[src/rtl/seg_scan_ctrl.sv]
`timescale 1ns/1ps
// Multiplexed N-digit seven-segment scanner with per-digit DP/blank, 16-level PWM and output polarity.
// Optional per-digit blinking (blink_mask port) is enabled by defining SEG_SCAN_BLINK_EN.
module seg_scan_ctrl #(
    parameter int DIGITS      = 8,
    parameter int CLK_HZ      = 50_000_000,
    parameter int SCAN_US     = 1000,
    parameter bit SEL_ACT_LOW = 1'b0,
    parameter bit SEG_ACT_LOW = 1'b1,
    parameter int BLINK_MS    = 500
) (
    input  logic                  sclk,
    input  logic                  nrst,
    input  logic [4*DIGITS-1:0]   digit_bus,
    input  logic [DIGITS-1:0]     dp_mask,
    input  logic [DIGITS-1:0]     blank_mask,
    input  logic [3:0]            bright,
`ifdef SEG_SCAN_BLINK_EN
    input  logic [DIGITS-1:0]     blink_mask,
`endif
    output logic [DIGITS-1:0]     sel,
    output logic [7:0]            seg,
    output logic                  frame_tick
);

    localparam int SCAN_CYC = CLK_HZ / 1_000_000 * SCAN_US;
    localparam int PH_DIV   = SCAN_CYC / 16;
    localparam int SUB_W    = (PH_DIV > 1) ? $clog2(PH_DIV) : 1;
    localparam int IDX_W    = (DIGITS > 1) ? $clog2(DIGITS) : 1;
    localparam logic [SUB_W-1:0] SUB_LAST = SUB_W'(PH_DIV - 1);
    localparam logic [IDX_W-1:0] IDX_LAST = IDX_W'(DIGITS - 1);
    localparam logic [DIGITS-1:0] SEL_IDLE = SEL_ACT_LOW ? {DIGITS{1'b1}} : {DIGITS{1'b0}};
    localparam logic [7:0]        SEG_IDLE = SEG_ACT_LOW ? 8'hFF : 8'h00;

    if (DIGITS < 1 || DIGITS > 16 || SCAN_CYC < 16 || (SCAN_CYC % 16) != 0 || BLINK_MS < 1) begin : g_param_err
        $error("seg_scan_ctrl: illegal parameter set");
    end

    logic [3:0] code_arr [DIGITS];

    for (genvar gi = 0; gi < DIGITS; gi++) begin : g_code
        assign code_arr[gi] = digit_bus[4*gi +: 4];
    end

    function automatic logic [6:0] seg_decode(input logic [3:0] code);
        case (code)
            4'd0:    return 7'h3F;
            4'd1:    return 7'h06;
            4'd2:    return 7'h5B;
            4'd3:    return 7'h4F;
            4'd4:    return 7'h66;
            4'd5:    return 7'h6D;
            4'd6:    return 7'h7D;
            4'd7:    return 7'h07;
            4'd8:    return 7'h7F;
            4'd9:    return 7'h6F;
            4'd10:   return 7'h00;
            4'd11:   return 7'h40;
            4'd12:   return 7'h39;
            4'd13:   return 7'h79;
            4'd14:   return 7'h71;
            default: return 7'h73;
        endcase
    endfunction

    logic              run_reg, run_next;
    logic [SUB_W-1:0]  sub_reg, sub_next;
    logic [3:0]        phase_reg, phase_next;
    logic [IDX_W-1:0]  idx_reg, idx_next;
    logic [3:0]        code_reg, code_next;
    logic              dp_reg, dp_next;
    logic              blank_reg, blank_next;
    logic [3:0]        bright_reg, bright_next;
    logic [DIGITS-1:0] sel_reg, sel_next;
    logic [7:0]        seg_reg, seg_next;
    logic              frame_reg, frame_next;
    logic              slot_tick, load, lit;
    logic [DIGITS-1:0] sel_oh;
    logic [7:0]        seg_pat;

`ifdef SEG_SCAN_BLINK_EN
    localparam int MS_CYC = CLK_HZ / 1000;
    localparam int MS_W   = (MS_CYC > 1) ? $clog2(MS_CYC) : 1;
    localparam int BL_W   = (BLINK_MS > 1) ? $clog2(BLINK_MS) : 1;
    localparam logic [MS_W-1:0] MS_LAST = MS_W'(MS_CYC - 1);
    localparam logic [BL_W-1:0] BL_LAST = BL_W'(BLINK_MS - 1);

    logic [MS_W-1:0] ms_reg, ms_next;
    logic [BL_W-1:0] bl_cnt_reg, bl_cnt_next;
    logic            blink_phase_reg, blink_phase_next;
    logic            blink_reg, blink_next;
`endif

    always_comb begin
        run_next    = 1'b1;
        sub_next    = sub_reg;
        phase_next  = phase_reg;
        idx_next    = idx_reg;
        code_next   = code_reg;
        dp_next     = dp_reg;
        blank_next  = blank_reg;
        bright_next = bright_reg;
        sel_oh      = '0;

        slot_tick = run_reg && (phase_reg == 4'd15) && (sub_reg == SUB_LAST);
        // The first clock after reset loads digit 0 as if a slot had just ended.
        load      = !run_reg || slot_tick;

        if (run_reg) begin
            if (sub_reg == SUB_LAST) begin
                sub_next   = '0;
                phase_next = phase_reg + 4'd1;
            end else begin
                sub_next = sub_reg + SUB_W'(1);
            end
        end

        if (load) begin
            if (!run_reg || idx_reg == IDX_LAST)
                idx_next = '0;
            else
                idx_next = idx_reg + IDX_W'(1);
            code_next   = code_arr[idx_next];
            dp_next     = dp_mask[idx_next];
            blank_next  = blank_mask[idx_next];
            bright_next = bright;
        end

        frame_next = slot_tick && (idx_reg == IDX_LAST);
        lit        = (phase_next <= bright_next) && !blank_next;

`ifdef SEG_SCAN_BLINK_EN
        ms_next          = ms_reg + MS_W'(1);
        bl_cnt_next      = bl_cnt_reg;
        blink_phase_next = blink_phase_reg;
        blink_next       = blink_reg;
        if (ms_reg == MS_LAST) begin
            ms_next = '0;
            if (bl_cnt_reg == BL_LAST) begin
                bl_cnt_next      = '0;
                blink_phase_next = !blink_phase_reg;
            end else begin
                bl_cnt_next = bl_cnt_reg + BL_W'(1);
            end
        end
        if (load)
            blink_next = blink_mask[idx_next];
        lit = lit && !(blink_next && blink_phase_next);
`endif

        // Outputs are registered from next-state values so sel and seg switch on the same edge.
        seg_pat          = lit ? {dp_next, seg_decode(code_next)} : 8'h00;
        seg_next         = SEG_ACT_LOW ? ~seg_pat : seg_pat;
        sel_oh[idx_next] = 1'b1;
        sel_next         = SEL_ACT_LOW ? ~sel_oh : sel_oh;
    end

    always_ff @(posedge sclk or negedge nrst) begin
        if (!nrst) begin
            run_reg    <= 1'b0;
            sub_reg    <= '0;
            phase_reg  <= '0;
            idx_reg    <= '0;
            code_reg   <= '0;
            dp_reg     <= 1'b0;
            blank_reg  <= 1'b0;
            bright_reg <= '0;
            sel_reg    <= SEL_IDLE;
            seg_reg    <= SEG_IDLE;
            frame_reg  <= 1'b0;
        end else begin
            run_reg    <= run_next;
            sub_reg    <= sub_next;
            phase_reg  <= phase_next;
            idx_reg    <= idx_next;
            code_reg   <= code_next;
            dp_reg     <= dp_next;
            blank_reg  <= blank_next;
            bright_reg <= bright_next;
            sel_reg    <= sel_next;
            seg_reg    <= seg_next;
            frame_reg  <= frame_next;
        end
    end

`ifdef SEG_SCAN_BLINK_EN
    always_ff @(posedge sclk or negedge nrst) begin
        if (!nrst) begin
            ms_reg          <= '0;
            bl_cnt_reg      <= '0;
            blink_phase_reg <= 1'b0;
            blink_reg       <= 1'b0;
        end else begin
            ms_reg          <= ms_next;
            bl_cnt_reg      <= bl_cnt_next;
            blink_phase_reg <= blink_phase_next;
            blink_reg       <= blink_next;
        end
    end
`endif

    assign sel        = sel_reg;
    assign seg        = seg_reg;
    assign frame_tick = frame_reg;

endmodule

[config.mk]
export PLATFORM = sky130hd
export DESIGN_NAME = seg_scan_ctrl
export DESIGN_NICKNAME = d
export VERILOG_FILES = /design/src/rtl/seg_scan_ctrl.sv
export SDC_FILE = /design/constraint.sdc
export NUM_CORES = 1
export LEC_CHECK = 0
export BUFFER_PORTS_ARGS = -buffer_cell sky130_fd_sc_hd__buf_2
export CORE_MARGIN = 2
export CORE_UTILIZATION = 30
export DETAILED_ROUTE_END_ITERATION = 7
export PLACE_DENSITY_LB_ADDON = 0.15
export SYNTH_ARGS = -nofsm -noshare
export SYNTH_HDL_FRONTEND = slang
export SYNTH_SLANG_ARGS = --single-unit
[constraint.sdc]
create_clock -name sclk -period 3.31 [get_ports sclk]
set_input_delay 0.331 -clock sclk [delete_from_list [all_inputs] [get_ports sclk]]
set_output_delay 0.331 -clock sclk [all_outputs]
set_load 0.005 [all_outputs]
After elaboration in Yosys (flattened, before gate mapping)
Memories as Yosys holds them, arrays and structs flattened.
Cells that the tools add are included.
{ "word_totals": {"input_bits": 54, "latch_bits": 0, "elab_cells": 54, "output_inout_bits": 17, "n_memories": 1, "regBits": 47, "romBits": 112, "ram_bits": 0} }
{ "classes": {"bitwise_logic": 2, "mul": 0, "muxes": 20, "eq_ne": 3, "n_addsub": 3, "div": 0, "n_shift": 0, "reduce_logical": 9, "n_lt_le_gt_ge": 5} }
{ "mem_list": {"columns": ["memory", "depth", "word_bits", "rd", "rd_clocked_by_memory_dff", "write_ports", "line_no", "rtl"], "rows": [
  ["(name not given)", 16, 7, 1, 0, 0, "46", "case (code)"]
]} }
{ "ops": {"columns": ["op", "count"], "rows": [
  ["two-way mux 4 bit", 6],
  ["adder 12 x 1 -> 12 bit (second input constant)", 1],
  ["binary-select mux 4 bit (select 3 bit)", 1],
  ["equality test 12 bit (second input constant)", 1],
  ["two-way mux 12 bit", 1],
  ["two-way mux 3 bit", 3],
  ["< comparator 3 x 4 -> 1 bit (second input constant)", 2],
  ["two-way mux 8 bit", 1],
  ["inverter 8 bit", 1],
  ["binary-select mux 1 bit (select 3 bit)", 2],
  ["logical AND 1 bit", 5],
  ["two-way mux 1 bit", 5],
  ["adder 4 x 1 -> 4 bit (second input constant)", 1],
  ["equality test 4 bit (second input constant)", 1],
  [">= comparator 4 bit (second input constant)", 1],
  ["less-or-equal comparator 4 bit", 1],
  ["inverter 3 -> 4 bit", 1],
  ["adder 3 x 1 -> 3 bit (second input constant)", 1],
  ["demux 1 bit (select 3 bit)", 1],
  ["equality test 3 bit (second input constant)", 1],
  [">= comparator 3 x 1 -> 1 bit (second input constant)", 1],
  ["logical NOT 1 bit", 2],
  ["logical OR 1 bit", 2]
]} }

Depth between registers and ports, before layout
An unclocked memory read counts as a cell.
{ "depth": {"ltp_word": 13, "ltp_mapped": 15, "mapped_depth_nobuf": 14} }

Worst setup path after synthesis
OpenSTA, ideal clock, no wires.
{ "synth_timing": {"path_type": "flip-flop to flip-flop", "startpoint": "register sub_reg[0]", "endpoint": "register seg_reg[0], in the netlist seg[0]", "t_required_ns": 3.227, "period_less_slack_ns": 3.112, "stages_incl_launch_ff": 14, "setup_time_ns": 0.083, "t_arrival_ns": 3.029, "slack_ns": 0.198, "path_buffers": 0, "path_cell_list": "dfrtp_1 inv_1 ha_1 and4bb_1 nand4_1 nor2_1 mux2_2 ha_1 nor2b_1 o21a_1 o21a_1 o21ai_0 nand3_1 a221o_1"} }
{ "synth_via": {"word_cells_on_any_way": 14, "cone_classes": "order compare (1); eq/ne (1); mux (6); bitwise (1); reduce/logical (4); memory (1)"} }
{ "synth_rtl": {"columns": ["element", "line_no", "rtl"], "rows": [
  ["start, declared", "67", "logic [SUB_W-1:0] sub_reg, sub_next;"],
  ["start signal, assigned", "173", "sub_reg <= sub_next;"],
  ["equality test 12 bit", "110", "if (sub_reg == SUB_LAST) begin"],
  ["two-way mux 4 bit", "110", null],
  ["two-way mux 4 bit", "109", "if (run_reg) begin"],
  ["via phase_next[1]", "68", "logic [3:0] phase_reg, phase_next;"],
  ["less-or-equal comparator 4 bit", "130", "lit = (phase_next <= bright_next) && !blank_next;"],
  ["logical AND 1 bit", "130", null],
  ["two-way mux 8 bit", "152", "seg_pat = lit ? {dp_next, seg_decode(code_next)} : 8'h00;"],
  ["inverter 8 bit", "153", "seg_next = SEG_ACT_LOW ? ~seg_pat : seg_pat;"],
  ["via seg_next[0]", "75", "logic [7:0] seg_reg, seg_next;"],
  ["end signal, assigned", "181", "seg_reg <= seg_next;"],
  ["end, declared", "75", null]
]} }
The timed path passes the listed nets, and every way through them passes these cells.
A chain may end at the register's enable or synchronous reset.

Worst setup path in the final report
{ "layout_timing": {"startpoint": "register idx_reg[0]", "endpoint": "register seg_reg[6], in the netlist seg[6]"} }
{ "layout_via": {"elab_chain_len": 12, "word_cells_on_any_way": 18, "cone_classes": "add/sub (1); eq/ne (1); mux (10); bitwise (2); reduce/logical (3); memory (1)"} }
{ "layout_lines": {"columns": ["element", "line_no", "rtl"], "rows": [
  ["start, declared", "69", "logic [IDX_W-1:0] idx_reg, idx_next;"],
  ["start signal, assigned", "175", "idx_reg <= idx_next;"],
  ["branches (longest 2 deep; another with adder 3 x 1 -> 3 bit)", null, null],
  ["two-way mux 3 bit (*)", "119", "if (!run_reg || idx_reg == IDX_LAST)"],
  ["two-way mux 3 bit (*)", "118", "if (load) begin"],
  ["inverter 3 -> 4 bit (not written as such) (*)", "123", "code_next = code_arr[idx_next];"],
  ["binary-select mux 4 bit (select 3 bit) (*)", "123", null],
  ["two-way mux 4 bit (not written as such) (*) (2 in a row)", "123", null],
  ["two-way mux 4 bit (*)", "118", null],
  ["via code_next[1]", "70", "logic [3:0] code_reg, code_next;"],
  ["memory read (16 x 7 bit) (*)", null, null],
  ["two-way mux 8 bit (*)", "152", null],
  ["inverter 8 bit (*)", "153", null],
  ["via seg_next[6]", "75", null]
]} }
Mark *: on every way through the listed nets, which the timed path passes. The select of a mux whose other input is x is not followed.

==> flow_results.org <==
** Critical path
- Worst path required time :: 3540 ps
- Worst Reg-to-Reg Cells :: 10
- Data on the critical path arrives at its endpoint at 3340 ps.
- On the worst path, the slowest cell contributes a delay of 540 ps.
- Along the worst path, the maximum fanout reaches 9.
- Beginning of the worst register-to-register path :: idx_reg[0]
- Among cell families on the critical path, the largest total delay comes from compound AO/OA/AOI/OAI gates.
- Type of origin of the critical path :: flop
- Critical path class :: flop to flop
- Counting both buffers and inverters, the worst setup path holds a total of 1.
- Slowest stage cell, crit path :: sky130_fd_sc_hd__o32ai_1
- Cells along the critical path :: ha_1, ha_1, nand3b_1, a211oi_1, o32ai_1, mux2_2, inv_1, ha_1, mux2_4, a221o_1
- Cell with the most instances on the worst path :: sky130_fd_sc_hd__ha_1
- CP endpoint kind :: flop
- The worst register-to-register path ends at seg[6].
- Across all register-to-register paths, the minimum setup slack is 200 ps.

** Power
- Net switching fraction of the power :: 32.7%
- Logic gate share of total power :: 28.3%
- The share of total power dissipated in the clock network is roughly a quarter.
- Sequential cells account for 47.6% of the total power.
- Peak supply drop :: 234 uV
- Int Power :: 1010 uW
- Leakage :: 0.00164 uW
- Net Switching :: between 400 and 500 uW
- For this design the ratio of total power to cell area is ~440 nW/um^2.

** Synth
- Async S/R FF share, synth :: 100%
- Yosys warnings :: 0
- In this run, distinct cell masters in the synthesized netlist total 56.
- In the post-synthesis netlist, the biggest area contributors are sky130_fd_sc_hd__dfrtp_1 (35%), sky130_fd_sc_hd__mux2i_1 (8.3%), sky130_fd_sc_hd__dfstp_2 (7.5%).
- Synth top area share :: a little over a third
- The share of the Yosys chip area taken by registers is 42.5%.
- In this run the cell area of the synthesized design comes to 2790 um^2.
- Synthesis produced ~270 cells.
- Cell taking the most area after synthesis :: sky130_fd_sc_hd__dfrtp_1
- Number of enable flip-flop cells after synthesis :: 0
- Syn avg cell area :: 10.4 um^2
- The number of nets handed over by synthesis was 337.
- The synthesized design contains 47 register bits.
- The most used flip-flop cell after synthesis is sky130_fd_sc_hd__dfrtp_1.

** Layout
- The register with the most flip-flops in the layout has 12 of them.
- At the end of the flow, the number of nets in the layout was 418.
- Synth-to-Final Area Change :: 22.9%
- Number of fill cells in the layout :: 927
- The top cell types in the final layout, fill and taps aside, are sky130_fd_sc_hd__buf_2 (70), sky130_fd_sc_hd__dfrtp_1 (39), sky130_fd_sc_hd__mux2i_1 (23).
- Leaving out fill and tap cells, the most frequent cell in the layout is sky130_fd_sc_hd__buf_2.
- Cells with a size suffix above 1 make up 34.3% of the layout.
- Post-layout instance area :: 3430 um^2
- The number of antenna diodes in the final layout is 0.

** Timing
- Actual transition at the worst max-transition pin :: a little over 800 ps
- Worst max-slew margin expressed relative to the limit :: 45.2%
- Count of final setup violators :: 0
- Unrepaired setup endpoints after global routing :: false
- The count of endpoints failing hold in the final timing report came to 0.
- Timing would allow up to 321 MHz.
- The number of slew-limit violations in the final report was 0.
- The final critical path takes up a little over nine tenths of the cycle.
- In the post-route analysis, the smallest setup slack over all paths is 200 ps.
- Adding up every negative setup slack in the final design gives 0 ps.
- On the final layout, the worst clock skew is about 10 ps.
- Final period demand of the worst path :: 3110 ps

** Placed design
- Timing analysis after detailed placement gives a worst setup slack of approximately 110 ps.
- Area after DPL :: ~3300 um^2
- Final Wtd Congestion :: roughly 0.83
- Post-DP HPWL :: 5.09 mm
- In this run the tool buffered the top-level ports with 70 buffer cells.

** Status
- The flow ran to the end, and the final reports show no timing, DRC or antenna violations.

** GRT
- Number of global-route vias before repair :: 2233
- Overflow after GRT :: 0
- The first global-routing pass estimated 10.7 mm of wire.
- Global routing used 13.4% of the available tracks across all layers.
- Initial antenna violation count :: 0
- Entering global routing, the biggest net connects 38 pins.

** Floorplanning
- For this design the top-level I/O count stands at 71.
- After floorplanning, the core was divided into 35 placement rows.
- Die outline area :: 10100 um^2
- In this run the standard cell core region covers roughly 9100 um^2.
- The die is 100 um wide.
- Initial standard-cell utilization of the core :: between 30% and 40%
- Y dimension of the die :: 100 um

** Job
- Max-cap violations in this run came to 0.

** Clock network
- Clock-pin slew was measured on the worst setup and hold paths at 100 ps.
- Root cell of the clock tree :: sky130_fd_sc_hd__clkbuf_8
- Post-CTS timing repair inserted 0 buffers for setup.
- The clock passes through at most 2 buffers.
- The H-tree generated during clock tree synthesis spans 2 levels.
- For this design, the sink count on the clock tree is between 40 and 50.
- TritonCTS built the clock tree.
- Number of buffers inserted for hold repair after clock tree synthesis :: 0
- Clock latency on the worst-skew pair, taken at its later pin, is 300 ps.
- Total clock buffers created by CTS :: 5

** Detailed routing
- Detailed Route Iter0 Violations :: 107
- Dividing the detail-routed wire length by the instance count gives 14.2 um.
- In the routed design, unresolved DRC markers number 0.
- Post-detailed-route via-to-cell ratio :: 4.88
- The detail route stage leaves a number of antenna-violating nets equal to 0.
- Initial DRT Pass Iterations :: 4
- Wires add up to 6.56 mm.
- Via count :: 2248

** Worst hold path
- Tightest Hold Check Type :: input pin to async pin
==> worst max-delay path by stage <==
| stage | startpoint | end | slack (ps) | cells past startpoint |
|---|---|---|---|---|
| 6_report | idx_reg[0] | seg[6] | 200 | 10 |
| 5_1_grt | sub_reg[0] | seg[1] | 10 | 13 |
| 4_1_cts | sub_reg[0] | seg[0] | 70 | 13 |
| 3_5_place_dp | sub_reg[0] | seg[0] | 110 | 13 |
| 3_3_place_gp | sub_reg[0] | seg[0] | 110 | 13 |
| 2_1_floorplan | sub_reg[0] | seg[0] | 200 | 13 |
==> per-stage QoR <==
stage	cells	util [%]	power [uW]	hold slack (ps)
detailed placement	453	36.5	1150	465
global route	461	37.6	1610	194
global placement	453	36.5	1150	463
floorplan	268	-	994	35.4
finish	461	37.6	1500	114
CTS	461	37.5	1520	153
==> routing by layer <==
metal  up-vias  global-route usage (%)  routed length [um]
met5         -                       0                   0
met4         0                    3.27                  62
met3         5                    2.51                 304
met2        62                    21.5                2890
met1      1047                    18.8                3300
li1       1134                       -                   -
==> power by group through the flow <==
stage          Sequential (uW)  Combinational [uW]  Clock (uW)
3_3_place_gp               726                 426           0
5_1_grt                    724                 481         405
2_1_floorplan              720                 274           0
6_report                   715                 424         362
4_1_cts                    715                 429         381
3_5_place_dp               725                 426           0
==> synthesized netlist by cell type, types with 2 or more instances <==
cell type / n
sky130_fd_sc_hd__nand2b_1: 5
sky130_fd_sc_hd__nor2b_1: 3
sky130_fd_sc_hd__inv_1: 13
sky130_fd_sc_hd__buf_2: 6
sky130_fd_sc_hd__nor3_1: 4
sky130_fd_sc_hd__a21oi_2: 2
sky130_fd_sc_hd__nand4_1: 6
sky130_fd_sc_hd__a21o_1: 3
sky130_fd_sc_hd__o21ai_1: 3
sky130_fd_sc_hd__a211oi_1: 6
sky130_fd_sc_hd__or2_2: 2
sky130_fd_sc_hd__and3_1: 2
sky130_fd_sc_hd__dfrtp_1: 39
sky130_fd_sc_hd__o211ai_1: 4
sky130_fd_sc_hd__mux2i_1: 23
sky130_fd_sc_hd__mux2_2: 3
sky130_fd_sc_hd__ha_1: 15
sky130_fd_sc_hd__xor2_1: 6
sky130_fd_sc_hd__a21oi_1: 6
sky130_fd_sc_hd__a221oi_1: 4
sky130_fd_sc_hd__dfstp_2: 8
sky130_fd_sc_hd__a221o_1: 3
sky130_fd_sc_hd__o22a_1: 2
sky130_fd_sc_hd__o21ai_0: 11
sky130_fd_sc_hd__and2_1: 2
sky130_fd_sc_hd__nand2_1: 21
sky130_fd_sc_hd__nor2_1: 20
sky130_fd_sc_hd__o21a_1: 2
sky130_fd_sc_hd__xnor2_1: 5
sky130_fd_sc_hd__mux4_2: 2
sky130_fd_sc_hd__nand3_1: 9
sky130_fd_sc_hd__or4b_1: 2
sky130_fd_sc_hd__and4bb_1: 2
sky130_fd_sc_hd__o22ai_1: 2
==> layout make-up <==
type / instances / area, um^2 / share of cell area, %
multi-input cells: 200 / 1520 / 44.5
flip-flops and latches: 47 / 1190 / 34.6
repair buffers: 80 / 425 / 12.4
well taps: 111 / 139 / 4.05
clock buffers: 5 / 68.8 / 2.01
inverters: 15 / 58.8 / 1.72
clock inverters: 3 / 25.0 / 0.730
==> cells by family (layout without fill, tap and decap cells) <==
kind of cell,after synthesis,after routing,share of synthesized area (%)
other,1,1,0.135
multiplexers,30,30,12.1
buffers and inverters,21,103,3.19
flip-flops,47,47,42.5
AO/OA/AOI/OAI,58,58,15.8
XOR/XNOR,11,11,3.46
AND/OR/NAND/NOR,85,85,16.1
adder cells (fa/ha/maj),15,15,6.73
==> timing repair <==
action                                 CTS  global route
gates resized for setup                  0             5
setup endpoints to repair                0             8
endpoints found under the hold margin    0             0
Power figures use the tool's default switching activity.
